## src/rtl/run_pkg.sv

```systemverilog
// rtl/run_pkg.sv - shared state encoding, halt modes and width helper for run_monitor
package run_pkg;

    localparam logic [2:0] ST_IDLE     = 3'd0;
    localparam logic [2:0] ST_RST_HOLD = 3'd1;
    localparam logic [2:0] ST_RUN      = 3'd2;
    localparam logic [2:0] ST_DONE     = 3'd3;
    localparam logic [2:0] ST_TOUT     = 3'd4;

    localparam int HALT_ANY = 0;
    localparam int HALT_ALL = 1;

    // Core-index width; a single core still gets a 1-bit id
    function automatic int id_w(input int n);
        return (n <= 1) ? 1 : $clog2(n);
    endfunction

endpackage

```

## src/rtl/run_monitor_halt_tracker.sv

```systemverilog
// rtl/run_monitor_halt_tracker.sv - sticky per-core halt mask, first-halt encoder, any/all reduce
module halt_tracker #(
    parameter int NUM_CORES = 1,
    parameter int ID_W      = 1
) (
    input  logic                 clk,
    input  logic                 reset,
    input  logic                 clear,
    input  logic                 track,
    input  logic [NUM_CORES-1:0] halt,
    output logic [NUM_CORES-1:0] halt_mask,
    output logic [ID_W-1:0]      first_halt_id,
    output logic                 any_nxt,
    output logic                 all_nxt
);

    logic [NUM_CORES-1:0] mask_nxt;
    logic [ID_W-1:0]      first_idx;

    always_comb begin
        mask_nxt = halt_mask | halt;
        any_nxt  = |mask_nxt;
        all_nxt  = &mask_nxt;
    end

    // Descending scan so the lowest halting index wins
    always_comb begin
        first_idx = '0;
        for (int i = NUM_CORES - 1; i >= 0; i--) begin
            if (halt[i]) first_idx = ID_W'(i);
        end
    end

    always_ff @(posedge clk) begin
        if (!reset) begin
            halt_mask     <= '0;
            first_halt_id <= '0;
        end else if (clear) begin
            halt_mask     <= '0;
            first_halt_id <= '0;
        end else if (track) begin
            halt_mask <= mask_nxt;
            if (halt_mask == '0 && halt != '0) first_halt_id <= first_idx;
        end
    end

endmodule

```

## src/rtl/run_monitor.sv

```systemverilog
// rtl/run_monitor.sv - CPU run controller: reset sequencing, run timing, halt detect, watchdog
module run_monitor
    import run_pkg::*;
#(
    parameter int NUM_CORES      = 1,
    parameter int RESET_CYCLES   = 5,
    parameter int TIMEOUT_CYCLES = 2000,
    parameter int CNT_W          = 16,
    parameter int HALT_MODE      = 0
) (
    input  logic                          clk,
    input  logic                          reset,
    input  logic                          start,
    input  logic                          abort,
    input  logic [NUM_CORES-1:0]          halt,
    output logic                          core_reset,
    output logic                          core_en,
    output logic                          running,
    output logic                          done,
    output logic                          timed_out,
    output logic [NUM_CORES-1:0]          halt_mask,
    output logic [id_w(NUM_CORES)-1:0]    first_halt_id,
    output logic [CNT_W-1:0]              cycle_count
);

    localparam int RC_W = (RESET_CYCLES < 2) ? 1 : $clog2(RESET_CYCLES + 1);
    localparam logic [RC_W-1:0]  RST_LAST = RC_W'(RESET_CYCLES - 1);
    localparam logic [CNT_W-1:0] TO_LAST  = CNT_W'(TIMEOUT_CYCLES - 1);

    logic [2:0]       state, state_nxt;
    logic [RC_W-1:0]  rst_cnt, rst_cnt_nxt;
    logic [CNT_W-1:0] cnt_nxt;
    logic             done_nxt, tout_nxt;
    logic             clear, track, any_nxt, all_nxt, complete;

    halt_tracker #(
        .NUM_CORES (NUM_CORES),
        .ID_W      (id_w(NUM_CORES))
    ) u_tracker (
        .clk           (clk),
        .reset         (reset),
        .clear         (clear),
        .track         (track),
        .halt          (halt),
        .halt_mask     (halt_mask),
        .first_halt_id (first_halt_id),
        .any_nxt       (any_nxt),
        .all_nxt       (all_nxt)
    );

    assign complete = (HALT_MODE == HALT_ALL) ? all_nxt : any_nxt;

    always_comb begin
        state_nxt   = state;
        rst_cnt_nxt = rst_cnt;
        cnt_nxt     = cycle_count;
        done_nxt    = done;
        tout_nxt    = timed_out;
        clear       = 1'b0;
        track       = 1'b0;
        case (state)
            ST_RST_HOLD: begin
                if (abort) begin
                    state_nxt = ST_IDLE;
                end else begin
                    rst_cnt_nxt = rst_cnt + RC_W'(1);
                    if (rst_cnt == RST_LAST) state_nxt = ST_RUN;
                end
            end
            ST_RUN: begin
                // The abort edge still counts and records halts, so status reflects the whole run
                track   = 1'b1;
                cnt_nxt = (cycle_count == '1) ? cycle_count : cycle_count + CNT_W'(1);
                if (abort) begin
                    state_nxt = ST_IDLE;
                end else if (complete) begin
                    state_nxt = ST_DONE;
                    done_nxt  = 1'b1;
                end else if (TIMEOUT_CYCLES != 0 && cycle_count == TO_LAST) begin
                    state_nxt = ST_TOUT;
                    tout_nxt  = 1'b1;
                end
            end
            ST_IDLE, ST_DONE, ST_TOUT: begin
                if (abort) begin
                    state_nxt = ST_IDLE;
                end else if (start) begin
                    state_nxt   = ST_RST_HOLD;
                    clear       = 1'b1;
                    rst_cnt_nxt = '0;
                    cnt_nxt     = '0;
                    done_nxt    = 1'b0;
                    tout_nxt    = 1'b0;
                end
            end
            default: state_nxt = ST_IDLE;
        endcase
    end

    always_ff @(posedge clk) begin
        if (!reset) begin
            state       <= ST_IDLE;
            rst_cnt     <= '0;
            cycle_count <= '0;
            done        <= 1'b0;
            timed_out   <= 1'b0;
            running     <= 1'b0;
            core_reset  <= 1'b1;
            core_en     <= 1'b0;
        end else begin
            state       <= state_nxt;
            rst_cnt     <= rst_cnt_nxt;
            cycle_count <= cnt_nxt;
            done        <= done_nxt;
            timed_out   <= tout_nxt;
            running     <= (state_nxt == ST_RUN);
            core_reset  <= (state_nxt == ST_IDLE) || (state_nxt == ST_RST_HOLD);
            core_en     <= (state_nxt == ST_RST_HOLD) || (state_nxt == ST_RUN);
        end
    end

endmodule

```

## config.mk

```make
export PLATFORM = sky130hd
export DESIGN_NAME = run_monitor
export DESIGN_NICKNAME = d
export VERILOG_FILES = /design/src/rtl/run_pkg.sv /design/src/rtl/run_monitor_halt_tracker.sv /design/src/rtl/run_monitor.sv
export SDC_FILE = /design/constraint.sdc
export NUM_CORES = 1
export LEC_CHECK = 0
export CAP_MARGIN = 30
export CORE_UTILIZATION = 48
export DETAILED_ROUTE_END_ITERATION = 8
export GPL_TIMING_DRIVEN = 0
export HOLD_SLACK_MARGIN = 0.12
export PLACE_DENSITY_LB_ADDON = 0.25
export SLEW_MARGIN = 0
export SYNTH_ARGS = -nofsm -noshare
export SYNTH_HDL_FRONTEND = slang
export SYNTH_SLANG_ARGS = --single-unit
```

## constraint.sdc

```tcl
create_clock -name clk -period 2.17 [get_ports clk]
set_input_delay 0.434 -clock clk [delete_from_list [all_inputs] [get_ports clk]]
set_output_delay 0.434 -clock clk [all_outputs]
set_load 0.01 [all_outputs]
```

---- Yosys cells after proc, flatten, opt, wreduce, memory -nomap -nowiden ----
Cells that the tools add are included.
word-level totals
  register bits ........................... 28
  word-level logic and storage cells ...... 71
  output and inout port bits .............. 23
  input port bits ......................... 5
operators by class
  reductions and logical operators ........ 12
  equal/unequal tests ..................... 17
  add/subtract/negate cells ............... 2
  multiplexer cells ....................... 29
  bitwise logic cells ..................... 2
operator list
  cell                   count
  $mux 16                3
  $pmux 16 s2            1
  $mux 3                 10
  $add 16x1->16 const B  1
  $eq 16x11->1 const B   1
  $eq 16x16->1 const B   1
  $ne 2x2->1 const B     8
  $mux 1                 11
  $eq 3x2->1 const B     3
  $pmux 3 s3             1
  $reduce_and 4->1       2
  $eq 3x1->1 const B     2
  $eq 3x3->1 const B     2
  $logic_not 3->1        2
  $pmux 3 s2             1
  $reduce_and 6->1       1
  $reduce_and 5->1       1
  $pmux 1 s2             2
  $reduce_bool 2->1      2
  $add 3x1->3 const B    1
  $reduce_or 3->1        1
  $logic_or 1x1->1       2
  $reduce_or 2->1        1
  $not 1->1              1
  $or 1x1->1             1

---- Longest topological paths before layout ----
  depth after elaboration ................. 7
  gate-level depth with buffers ........... 6
  gate-level depth less buffers ........... 6

---- Modules after synthesis ----
A second synthesis with hierarchy kept.
second synthesis, totals
  cell total of the unflattened synthesis .. 176
  area total of the unflattened synthesis .. 1495.2 um^2
modules (own cells, without submodules)
  module        seq. area each (um^2)  area an instance (um^2)  cells an instance  times used
  run_monitor   540.5                  1432.6                   169                1
  halt_tracker  20.0                   62.6                     7                  1

---- Worst setup path after synthesis ----
No wires, ideal clock.
  path type ............................... flip-flop to flip-flop
  start ................................... register cycle_count[0]
  end ..................................... register core_en
  buffers on the path ..................... 0
  arrival ................................. 1695 ps
  clock period less this slack ............ 1815 ps
  cell stages (with the launch flop) ...... 7
  library setup time ...................... 121 ps
  setup slack ............................. 355 ps
  cell sequence ........................... dfxtp_1 -> ha_1 -> and3_1 -> nand3_1 -> or2_1 -> a21boi_1 -> mux2_2
between the ends
  cells in the longest elaborated chain, start to end .. 7
  elaborated cells on any way between the ends .. 8
ends and longest elaborated chain
  item                                      RTL line            RTL
  start, declared                           run_monitor.sv:23   output logic [CNT_W-1:0] cycle_count
  start signal, assigned                    run_monitor.sv:113  cycle_count <= cnt_nxt;
  $eq 16x11->1 (*)                          run_monitor.sv:79   end else if (TIMEOUT_CYCLES != 0 && cycle_count == TO_LAST) begin
  $mux 3 (*)                                run_monitor.sv:79
  $mux 3 (*)                                run_monitor.sv:76   end else if (complete) begin
  $mux 3 (*)                                run_monitor.sv:74   if (abort) begin
  $pmux 3 s3 (*)                            run_monitor.sv:61   case (state)
  $eq 3x1->1 or $eq 3x2->1 (tied branches)  run_monitor.sv:118  core_en <= (state_nxt == ST_RST_HOLD) || (state_nxt == ST_RUN);
  $logic_or 1x1->1 (*)                      run_monitor.sv:118
  end signal, assigned                      run_monitor.sv:118
  end, declared                             run_monitor.sv:17   output logic core_en,
Every way passes the cells marked *; elsewhere a longest branch is shown, timed or not.
A chain may end at the register's enable or synchronous reset.

---- Final worst setup path ----
  start ................................... input abort
  end ..................................... register cycle_count[14]
between the ends
  cells in the longest elaborated chain, start to end .. 2
ends and longest elaborated chain
  item                        RTL line           RTL
  start, declared             run_monitor.sv:14  input logic abort,
  $ne 2x2->1 (no line)        n/a
  $reduce_and 4->1 (no line)  n/a
No other way between the ends.

==> metrics.txt <==
outcome finished, violations left; failing checks DRC; deepest clock path buffer count 2; sequential area share after synthesis 37.8%; Post-synth EDFFs 0; syn nets 184; multi-input logic area 902 um^2; cells along the critical path clkdlybuf4s50_1 > nand2b_2 > nor3_4 > o21ai_1 > or4_1 > a21oi_1; initial antenna violation count 0; Pwr Total 959 uW; cts bufs inserted 3; H-Tree Level Count 1; row cnt 19; Distinct cells, synth 48; global-route wire length before repair 5940 um; asr flop ratio synth 0%; min cycle time layout 2030 ps; Req. time, crit path 2460 ps; I/O pin count 28; fmax 494 MHz; initial core utilization 52.4%; GR Overflow Total 0; Area Growth Syn to Fin 26.5%; cell leakage power 0.628 nW; post-synth top area share 37.8%; critical path arrival 2310 ps; WS Path Type input port to flop; Clk pin slew, worst setup/hold paths 160 ps; IO Port Bufs 25; placer congestion estimate 0.887; vias in the first global route 1378; Core Box Area 2830 um^2; count leader, synth dfxtp_1; Cells after Synth 176; crit start category input port; DRC 2; Max stage delay on crit path 520 ps; final hold slack 407 ps; height of the die 57.6 um; synth cell count leaders 28 x dfxtp_1, 15 x a21oi_1, 14 x nand2_1, 13 x nor2_1, 7 x o21ai_0; Clock power frac 36.8%; hold buffer count at CTS 0; CTS tree done; clk_lat worst skew 340 ps; #FFs+latches synth 28; clk_skew 3.48 ps; Via density 6.15; internal power 741 uW; yosys warns 0; root buf cell clkbuf_4; area leader, netlist dfxtp_1; crit-path max FO 6; Critical-path top delay cell or4_1; Chip Width 57.6 um; largest net degree at the start of global routing 17; WL final 3500 um; Netlist Area Pre-Place 1480 um^2; number of fill cells 236; Mean Syn Cell Area 8.42 um^2; All-Layer GR Usage 22.8%; # clock sinks 28; top cells by area, synth dfxtp_1 38%, a21oi_1 5.1%, nand2_1 3.5%, nor2_1 3.3%, ha_1 2.5%; WL/cell 14.7 um; DR iter-0 viols 94; Placed Cells 232; Die ar. 3310 um^2; final cell count without fillers 238; Ant. Diodes 0; Setup violations, final 0; HPWL Detailed 2470 um; Comb pwr share 8.8%; Sequential Power Share 54.5%; Worst Hold Class input port to flop; maximum vdd drop 0.318 mV; sw power 219 uW; Antenna Nets Post-Route 0; final net count 216; post-layout util 66.3%; Via Count 1464; Most used DFF post-synth dfxtp_1; drt pass-1 iters 6; Slew Viols, Final 0; CP endpoint kind flop; Seq. cell area 561 um^2; number of max-cap violations 0; switching share of power 22.8%; layout cell share with drive strength beyond 1 11.6%; period utilization 93.4%; Power Dens Cells 512 nW/um^2; count of final hold-check violations 0
-- layer usage --
metal | GRT usage (%) | part of all wire [%]
met5 | 0 | 0
met4 | 9.06 | 0.89
met3 | 2.49 | 5.1
met2 | 39.9 | 50
met1 | 28.6 | 44
-- critical path: cells and delay by family --
| family | cells | cell delay (ps) |
|---|---|---|
| AND/OR/NAND/NOR | 3 | 1110 |
| buffers and inverters | 1 | 440 |
| AO/OA/AOI/OAI | 2 | 320 |
-- placed cells by master, fill, tap and decap left out, types with 2 or more instances in the layout --
master	instances
or3_1	4
o211ai_1	4
nand4_1	3
and2_1	5
clkdlybuf4s50_1	24
nand3_1	5
nor2_2	2
inv_1	6
buf_4	4
nor3_4	2
o31ai_1	4
xor2_1	2
a311oi_1	2
buf_2	3
a21oi_1	15
and3_1	3
a31o_2	2
dfxtp_1	28
or4_1	4
a32oi_1	2
o22ai_1	3
nand2_1	14
nor2_1	13
nor3_1	3
ha_1	3
a211oi_1	3
and4_1	3
nor2b_1	3
o21a_1	2
nand2b_1	3
o21ai_0	7
clkbuf_4	3
nand3b_1	2
mux2i_1	2
-- area by class of cell --
cell class	instances	share of cell area, %
plain buffers	5	1.60
clock buffers	3	1.20
clock inverters	1	1.60
inverters	6	1.20
multi-input cells	137	48.1
flip-flops and latches	28	29.9
well taps	31	2.07
repair buffers	27	14.3
-- path summary, 6_finish.rpt --
check / startpoint / endpoint / slack [ps] / cells after the start
max: abort / cycle_count[14]$_SDFFE_PN0P_ / 140 / 6
min: reset / rst_cnt[1]$_SDFFE_PN0P_ / 410 / 2
max reg2reg: state[0]$_SDFF_PN0_ / rst_cnt[0]$_SDFFE_PN0P_ / 150 / 6
min reg2reg: timed_out$_SDFFE_PN0P_ / timed_out$_SDFFE_PN0P_ / 490 / 2
-- power groups by stage --
stage | Combinational (mW) | Sequential (mW) | Clock, mW
after global placement | 0.0715 | 0.533 | 0
after detailed placement | 0.0742 | 0.533 | 0
after CTS | 0.0754 | 0.522 | 0.355
after global routing | 0.0933 | 0.523 | 0.382
final | 0.0843 | 0.523 | 0.353
after floorplan | 0.0493 | 0.533 | 0
-- cell families after synthesis --
family                   Yosys count  share of synthesized area [%]
adder cells (fa/ha/maj)            3                           2.53
buffers and inverters             11                           3.55
AO/OA/AOI/OAI                     52                           22.8
AND/OR/NAND/NOR                   75                           29.1
other                              1                          0.253
flip-flops                        28                           37.8
multiplexers                       3                           2.11
XOR/XNOR                           3                           1.77
-- sequential cells by signal (all words and copies together), names as in the netlist --
register             cells
done                     1
core_en                  1
u_tracker.halt_mask      1
core_reset               1
timed_out                1
state                    3
running                  1
cycle_count             16
rst_cnt                  3
-- stage by stage --
| step | setup slack [ps] | area [um^2] | setup TNS (ps) |
|---|---|---|---|
| final | 144 | 1870 | 0 |
| after global routing | -9.93 | 1870 | -9.93 |
| after CTS | 27.0 | 1830 | 0 |
| after detailed placement | -324 | 1770 | -2760 |
| after global placement | -249 | 1770 | -1800 |
| after floorplan | 355 | 1480 | 0 |
-- timing repair --
| action | CTS | global route |
|---|---|---|
| pin swaps | 0 | 1 |
| gates resized for setup | 1 | 6 |
| setup endpoints to repair | 1 | 7 |
| buffers inserted | 0 | 2 |
(Power assumes the default switching activity.)
